<file path="config.mk">
export PLATFORM = sky130hd
export DESIGN_NAME = mem_arbiter
export DESIGN_NICKNAME = d
export VERILOG_FILES = /design/src/rtl/arm_mem_pkg.sv /design/src/rtl/mem_arbiter.sv
export SDC_FILE = /design/constraint.sdc
export NUM_CORES = 1
export LEC_CHECK = 0
export ABC_AREA = 1
export ABC_CLOCK_PERIOD_IN_PS = 1600
export BUFFER_PORTS_ARGS = -buffer_cell sky130_fd_sc_hd__buf_2
export CORE_MARGIN = 8
export CORE_UTILIZATION = 27
export CTS_CLUSTER_SIZE = 14
export DETAILED_ROUTE_END_ITERATION = 8
export PLACE_DENSITY = 0.81
export SETUP_SLACK_MARGIN = 0.5
export SYNTH_ARGS = -nofsm -noshare
export SYNTH_HDL_FRONTEND = slang
export SYNTH_SLANG_ARGS = --single-unit
</file>
<file path="constraint.sdc">
create_clock -name clk -period 1.6 [get_ports clk]
set_input_delay 0.32 -clock clk [delete_from_list [all_inputs] [get_ports clk]]
set_output_delay 0.32 -clock clk [all_outputs]
set_load 0.05 [all_outputs]
</file>
<file path="src/rtl/arm_mem_pkg.sv">
// Shared types and constants for the CPU memory arbiter slice.
package arm_mem_pkg;

  // Owner of the RAM read issued in the previous cycle.
  typedef enum logic [1:0] {
    OWN_NONE = 2'd0,
    OWN_IF   = 2'd1,
    OWN_LS   = 2'd2
  } resp_own_t;

  // Default geometry of the CPU word RAM (4096 x 32).
  localparam int DEF_ADDR_W = 12;
  localparam int DEF_DATA_W = 32;

  // Width of the fetch starvation counter; holds STARVE_MAX up to 15.
  localparam int STARVE_W = 4;

endpackage : arm_mem_pkg

</file>
<file path="src/rtl/mem_arbiter.sv">
// Two-requester arbiter for the single-port CPU word RAM. Load/store has
// fixed priority over instruction fetch, with a starvation guard that hands
// fetch the port after STARVE_MAX consecutive denied cycles. Read data comes
// back one cycle after the grant and is routed to whichever path issued it.
module mem_arbiter
  import arm_mem_pkg::*;
#(
  parameter int ADDR_W     = DEF_ADDR_W,
  parameter int DATA_W     = DEF_DATA_W,
  parameter int STARVE_MAX = 4
) (
  input  logic                clk,
  input  logic                reset_n,

  // Instruction-fetch path (read only)
  input  logic                if_req,
  input  logic [ADDR_W-1:0]   if_addr,
  output logic                if_gnt,
  output logic                if_rvalid,
  output logic [DATA_W-1:0]   if_rdata,

  // Load/store path
  input  logic                ls_req,
  input  logic                ls_we,
  input  logic [ADDR_W-1:0]   ls_addr,
  input  logic [DATA_W-1:0]   ls_wdata,
  input  logic [DATA_W/8-1:0] ls_be,
  output logic                ls_gnt,
  output logic                ls_rvalid,
  output logic [DATA_W-1:0]   ls_rdata,

  // RAM port
  output logic                ram_en,
  output logic                ram_we,
  output logic [DATA_W/8-1:0] ram_be,
  output logic [ADDR_W-1:0]   ram_addr,
  output logic [DATA_W-1:0]   ram_wdata,
  input  logic [DATA_W-1:0]   ram_rdata
);

  localparam logic [STARVE_W-1:0] STARVE_LIM = STARVE_W'(STARVE_MAX);

  logic [STARVE_W-1:0] starve_cnt;
  resp_own_t           resp_own;
  resp_own_t           resp_own_nxt;
  logic                force_if;

  // Grant decision: load/store first unless fetch has waited long enough.
  // NOTE: every grant is qualified with reset_n so nothing reaches the RAM
  // while the block is held in reset, even before the registers have settled.
  always_comb begin
    force_if = (starve_cnt == STARVE_LIM) && if_req;
    ls_gnt   = reset_n && ls_req && !force_if;
    if_gnt   = reset_n && if_req && (!ls_req || force_if);
  end

  // RAM port mux: winner drives the port, idle drives all zeros.
  // NOTE: each output gets a default before the case split so no path can
  // leave it unassigned and infer a latch.
  always_comb begin
    ram_en    = 1'b0;
    ram_we    = 1'b0;
    ram_be    = '0;
    ram_addr  = '0;
    ram_wdata = '0;
    if (ls_gnt) begin
      ram_en    = 1'b1;
      ram_we    = ls_we;
      ram_be    = ls_be;
      ram_addr  = ls_addr;
      ram_wdata = ls_wdata;
    end else if (if_gnt) begin
      ram_en    = 1'b1;
      ram_we    = 1'b0;
      ram_be    = '1;
      ram_addr  = if_addr;
      ram_wdata = '0;
    end
  end

  // Owner of the read issued this cycle; stores and idle cycles own nothing.
  always_comb begin
    resp_own_nxt = OWN_NONE;
    if (if_gnt)
      resp_own_nxt = OWN_IF;
    else if (ls_gnt && !ls_we)
      resp_own_nxt = OWN_LS;
  end

  // Starvation counter: counts consecutive cycles fetch asks and is refused.
  // NOTE: sequential state uses non-blocking assignments so every register
  // samples the pre-edge value of its neighbours.
  always_ff @(posedge clk) begin
    if (!reset_n) begin
      starve_cnt <= '0;
    end else if (if_req && !if_gnt) begin
      if (starve_cnt != STARVE_LIM)
        starve_cnt <= starve_cnt + 1'b1;
    end else begin
      starve_cnt <= '0;
    end
  end

  // Response owner register, one cycle behind the grant to match RAM latency.
  always_ff @(posedge clk) begin
    if (!reset_n)
      resp_own <= OWN_NONE;
    else
      resp_own <= resp_own_nxt;
  end

  // Route read data to its owner; a read pending across reset is dropped.
  always_comb begin
    if_rvalid = reset_n && (resp_own == OWN_IF);
    ls_rvalid = reset_n && (resp_own == OWN_LS);
    if_rdata  = if_rvalid ? ram_rdata : '0;
    ls_rdata  = ls_rvalid ? ram_rdata : '0;
  end

  // Only one requester may own the RAM port in any cycle.
  a_one_gnt : assert property (@(posedge clk) !(if_gnt && ls_gnt));

  // The starvation counter never runs past its limit.
  a_starve_bound : assert property (@(posedge clk) disable iff (!reset_n)
                                    starve_cnt <= STARVE_LIM);

endmodule : mem_arbiter

</file>
==> flow_metrics.env, run 1 <==
export IMPL_ys_seq_area_frac=0.0976
export IMPL_gp_congestion=0.814
export IMPL_io_pins=215
export IMPL_pre_cts_slack_ps=-156
export IMPL_cts_max_path_buffers=2
export IMPL_dp_hpwl_um=8000
export IMPL_initial_utilization=0.281
export IMPL_synth_distinct_cells=17
export IMPL_h_tree_depth=1
export IMPL_syn_inst=265
export IMPL_cts_resized=304
export IMPL_die_y_um=83.5
export IMPL_rows=24
export IMPL_syn_area_per_cell_sq_um=4.65
export IMPL_synth_warnings=0
export IMPL_lastStage="clock tree synthesis"
export IMPL_placed_cell_area_sq_mm=0.00367
export IMPL_syn_cell_area_sq_mm=0.00123
export IMPL_cts_made_buffers=3
export IMPL_outcome="did not finish"
export IMPL_cts_root_buffer="clkbuf_8"
export IMPL_die_w_um=83.5
export IMPL_dp_cells=544
export IMPL_numPortBuffers=214
export IMPL_tool_error="[ERROR DPL-0038] Utilization greater than 100%, impossible to legalize"
export IMPL_cts_setup_buffers=12
export IMPL_synth_fp_nets=364
export IMPL_cts_sink_count=6
export IMPL_synth_seq_cells=6
export IMPL_ctsHoldBuffers=0
-- cells in the mapped netlist (all sizes together) --
cell type	n	share of area
dfxtp	6	0.098
nand4	3	0.027
clkbuf	3	0.0091
buf	10	0.063
nand2	30	0.10
xnor2	1	0.0071
o21ai	2	0.0081
inv	78	0.24
nor2	101	0.31
nand3	27	0.11
ha	2	0.020
a21oi	2	0.0081
-- through the flow --
stage / hold WS, ps / setup TNS (ps)
3_5_place_dp: 489 / -7660
3_3_place_gp: 491 / -5090
2_1_floorplan: 383 / 0
-- kinds of logic after synthesis --
| logic type | count (synthesis) | synth area share |
|---|---|---|
| AND/OR/NAND/NOR | 161 | 0.549 |
| AO/OA/AOI/OAI | 4 | 0.0163 |
| flip-flops | 6 | 0.0976 |
| adder cells (fa/ha/maj) | 2 | 0.0203 |
| buffers and inverters | 91 | 0.310 |
| XOR/XNOR | 1 | 0.00712 |
==> run 2: changes to the inputs <==
--- a/config.mk
+++ b/config.mk
@@ -10,10 +10,8 @@
 export BUFFER_PORTS_ARGS = -buffer_cell sky130_fd_sc_hd__buf_2
 export CORE_MARGIN = 8
 export CORE_UTILIZATION = 27
-export CTS_CLUSTER_SIZE = 14
 export DETAILED_ROUTE_END_ITERATION = 8
-export PLACE_DENSITY = 0.81
-export SETUP_SLACK_MARGIN = 0.5
+export PLACE_DENSITY_LB_ADDON = 0.15
 export SYNTH_ARGS = -nofsm -noshare
 export SYNTH_HDL_FRONTEND = slang
 export SYNTH_SLANG_ARGS = --single-unit
==> run 2 against run 1 <==
Against the previous run: the flow now finishes, with violations (negative setup slack); synthesized cell count unchanged; synthesized area unchanged.
==> flow_metrics.env, run 2 <==
export IMPL_critical_path_peak_fanout=6
export IMPL_grt_start_max_net_pins=34
export IMPL_synth_fp_nets=364
export IMPL_drtIter0Drc=176
export IMPL_die_w_um=83.5
export IMPL_min_path_cells=2
export IMPL_finalSetupViolCount=56
export IMPL_drc=0
export IMPL_crit_type="reg -> out"
export IMPL_syn_cell_area_sq_mm=0.00123
export IMPL_route_vias_total=2740
export IMPL_viasPerCell=4.90
export IMPL_cts_made_buffers=3
export IMPL_fin_tns_setup_ps=-13660
export IMPL_pre_cts_slack_ps=-111
export IMPL_start_kind="register"
export IMPL_gp_congestion=0.856
export IMPL_clk_pin_slew_ps=40
export IMPL_maxSlewViolCount=0
export IMPL_io_pins=215
export IMPL_core_area_sq_mm=0.00438
export IMPL_top_regs="starve_cnt x4, resp_own x2"
export IMPL_die_area_sq_mm=0.00698
export IMPL_synth_warnings=0
export IMPL_nFillCells=167
export IMPL_timing_final_ws_setup_ps=-310
export IMPL_ant_nets=0
export IMPL_power_leakage_nw=2.25
export IMPL_tightest_slew_ps=267
export IMPL_outcome="finished with violations"
export IMPL_fin_nets=607
export IMPL_synth_edf_count=0
export IMPL_hold_viol=0
export IMPL_r2r_cells=7
export IMPL_whs_ps=311
export IMPL_skew_ps=5.17
export IMPL_first_pass_iters=4
export IMPL_grt_usage=0.272
export IMPL_drive_gt1_frac=0.700
export IMPL_layout_cells_non_filler=559
export IMPL_h_tree_depth=1
export IMPL_synthArstFlopShare=0
export IMPL_syn_inst=265
export IMPL_maxCapViolations=0
export IMPL_fin_crit_ps=1910
export IMPL_wl_um=11700
export IMPL_final_common_cell="buf_2"
export IMPL_synth_common_cells="nor2_1 (101), inv_1 (77), nand2_1 (28)"
export IMPL_fin_crit_sh=1.19
export IMPL_peakVddDrop_uv=255
export IMPL_die_y_um=83.5
export IMPL_cts_root_buffer="clkbuf_8"
export IMPL_synth_top_area_frac=0.308
export IMPL_synth_distinct_cells=17
export IMPL_final_core_util=0.908
export IMPL_wl_per_cell_um=20.9
export IMPL_yosysTopAreaCell="nor2_1"
export IMPL_synth_area_top_cells="nor2_1 (31%), inv_1 (23%), nand3_1 (11%)"
export IMPL_cts_max_path_buffers=2
export IMPL_cp_required_ps=1280
export IMPL_syn_area_per_cell_sq_um=4.65
export IMPL_violations="negative setup slack"
export IMPL_grt_pass1_vias=2839
export IMPL_hold_path_class="in -> reg"
export IMPL_slew_headroom=0.823
export IMPL_ys_seq_area_frac=0.0976
export IMPL_initial_utilization=0.281
export IMPL_clock_latency_ps=230
export IMPL_largest_reg_flops=4
export IMPL_worstPathArrival_ps=1590
export IMPL_cp_end_kind="output pin"
export IMPL_seqCellArea_sq_um=123
export IMPL_dp_cells=543
export IMPL_antenna_found_initial=1
export IMPL_ys_flop_type="dfxtp_1"
export IMPL_synth_most_common_cell="nor2_1"
export IMPL_fmax_mhz=523
export IMPL_regMostFlops="starve_cnt"
export IMPL_area_growth_syn_to_layout_pct=223
export IMPL_rows=24
export IMPL_synth_seq_cells=6
export IMPL_multi_input_area_sq_mm=0.00123
export IMPL_numPortBuffers=214
export IMPL_p_per_area_mw_per_mm2=375
export IMPL_rsz0062_at_grt="yes"
export IMPL_grt_pass1_wl_um=15600
export IMPL_overflow=0
export IMPL_final_cell_mix="buf_2 (107), inv_1 (73), buf_6 (61), nor2_1 (44), nor2_4 (37)"
export IMPL_dp_hpwl_um=6470
export IMPL_cts_sink_count=6
export IMPL_cts_tree="built"
==> run 2: cell counts after synthesis <==
No cell type changed its count.
==> run 2: cell type report <==
cell class | instances | area share
timing repair buffer | 250 | 0.554
multi-input combinational | 169 | 0.310
inverter | 78 | 0.0774
sequential | 6 | 0.0308
tap | 52 | 0.0164
clock buffer | 3 | 0.0104
antenna | 1 | 0.000629
==> run 2: critical path: stages (launching register included) <==
cell     delay (ps)
dfxtp_2         320
inv_2            80
ha_4            150
nand4_4         130
nand2_4         150
buf_12          120
buf_12          120
nand3_2          70
nand2_2          80
buf_8           140
==> run 2: logic make-up (layout without fill, tap and decap cells) <==
family	Yosys count	in the layout	synth area share
other	0	1	0
flip-flops	6	6	0.0976
AO/OA/AOI/OAI	4	4	0.0163
XOR/XNOR	1	1	0.00712
AND/OR/NAND/NOR	161	162	0.549
buffers and inverters	91	331	0.310
adder cells (fa/ha/maj)	2	2	0.0203
==> run 2: where the power goes <==
part	leakage [nW]	switching [mW]	total (mW)	internal [mW]
clock	0.0216	0.0778	0.241	0.163
sequential	0.0497	0.00250	0.156	0.154
combinational	2.17	0.674	1.09	0.420
total	2.25	0.754	1.49	0.736
==> run 2: per-stage QoR <==
step,instance area (sq um),total power [mW]
after floorplan,1540,0.702
after global placement,2870,0.968
after detailed placement,2870,0.978
after CTS,3520,1.37
after global routing,3980,1.54
final,3980,1.49
==> run 2: repair_timing <==
item                       in CTS  in global routing
resized for setup             147                160
setup buffers                   7                  2
hold buffers                    0                  0
setup endpoints to repair      59                 91
cloned                          2                  1
pin swaps                      13                 12
==> run 2: final timing paths <==
check                        startpoint                    endpoint  slack [ps]
max reg2reg  starve_cnt[0]$_SDFFE_PN0P_  starve_cnt[1]$_SDFFE_PN0P_         170
max          starve_cnt[0]$_SDFFE_PN0P_                 ram_addr[1]        -310
min reg2reg  starve_cnt[3]$_SDFFE_PN0P_  starve_cnt[3]$_SDFFE_PN0P_         590
min                               ls_we      resp_own[1]$_SDFF_PP0_         310
==> run 2: layer usage <==
layer / part of all wire / routed length, um / up-vias / track usage
met5: 0 / 0 / - / 0
met4: 0.049 / 571 / 0 / 0.126
met3: 0.10 / 1180 / 46 / 0.108
met2: 0.52 / 6050 / 216 / 0.521
met1: 0.33 / 3900 / 1248 / 0.242
li1: - / - / 1230 / -
Power figures use the tool's default switching activity.
==> run 3: changes to the inputs <==
--- a/config.mk
+++ b/config.mk
@@ -5,13 +5,13 @@
 export SDC_FILE = /design/constraint.sdc
 export NUM_CORES = 1
 export LEC_CHECK = 0
-export ABC_AREA = 1
 export ABC_CLOCK_PERIOD_IN_PS = 1600
 export BUFFER_PORTS_ARGS = -buffer_cell sky130_fd_sc_hd__buf_2
 export CORE_MARGIN = 8
-export CORE_UTILIZATION = 27
+export CORE_UTILIZATION = 26
 export DETAILED_ROUTE_END_ITERATION = 8
 export PLACE_DENSITY_LB_ADDON = 0.15
+export SETUP_SLACK_MARGIN = 0.2
 export SYNTH_ARGS = -nofsm -noshare
 export SYNTH_HDL_FRONTEND = slang
 export SYNTH_SLANG_ARGS = --single-unit
==> run 3 against run 2 <==
Against the previous run: the run now fails in global routing; synthesized cell count down 39%; synthesized area is 5.8% lower.
==> flow_metrics.env, run 3 <==
export IMPL_synth_most_common_cell="and2_1"
export IMPL_synth_fp_nets=261
export IMPL_synthMuxAreaShare=0.00971
export IMPL_synth_edf_count=0
export IMPL_ctsHoldBuffers=0
export IMPL_synth_top_family_by_area="simple AND/OR/NAND/NOR gates"
export IMPL_synth_top_area_frac=0.523
export IMPL_rows=24
export IMPL_synth_warnings=0
export IMPL_synth_seq_cells=6
export IMPL_initial_utilization=0.268
export IMPL_cts_root_buffer="clkbuf_8"
export IMPL_synthArstFlopShare=0
export IMPL_die_w_um=82.8
export IMPL_outcome="did not finish"
export IMPL_synth_compound_area_frac=0.137
export IMPL_yosys_area_share_simple=0.636
export IMPL_synth_distinct_cells=25
export IMPL_tool_error="[ERROR DPL-0038] Utilization greater than 100%, impossible to legalize"
export IMPL_synth_xor_area_share=0
export IMPL_numPortBuffers=214
export IMPL_grt_start_max_net_pins=39
export IMPL_lastStage="global routing"
export IMPL_synth_area_top_cells="and2_1 (52%), dfxtp_1 (10%), a22o_1 (9.1%)"
export IMPL_synth_common_cells="and2_1 (97), a22o_1 (12), buf_6 (6), dfxtp_1 (6), nand2_1 (6)"
export IMPL_cts_sink_count=6
export IMPL_gp_congestion=0.767
export IMPL_dp_hpwl_um=5940
export IMPL_io_pins=215
export IMPL_ys_seq_area_frac=0.104
export IMPL_cts_max_path_buffers=2
export IMPL_syn_cell_area_sq_mm=0.00116
export IMPL_die_y_um=82.8
export IMPL_syn_inst=162
export IMPL_antenna_found_initial=4
export IMPL_yosysTopAreaCell="and2_1"
export IMPL_cts_made_buffers=3
export IMPL_h_tree_depth=1
export IMPL_worstEndpointType="primary output"
export IMPL_ys_flop_type="dfxtp_1"
export IMPL_worst_endpoint="ram_wdata[20]"
export IMPL_synthAdderAreaFrac=0.0216
export IMPL_syn_area_per_cell_sq_um=7.16
[run 3: timing repair]
action / CTS
buffers inserted: 12
endpoints found under the setup margin: 118
gates resized for setup: 328
pin swaps: 29
gates cloned: 5
[run 3: stage by stage]
step                cell area [sq um]  cells  hold WS [ps]  setup WS, ps
floorplan                        1560    162           399          -107
global placement                 2720    431           517          -196
detailed placement               2720    431           519          -212
CTS                              4070    451           280          -356
[run 3: cell families after synthesis]
family	Yosys count
compound gates	19
fa+ha+maj	2
buf+inv	15
flops	6
mux	1
simple gates	119
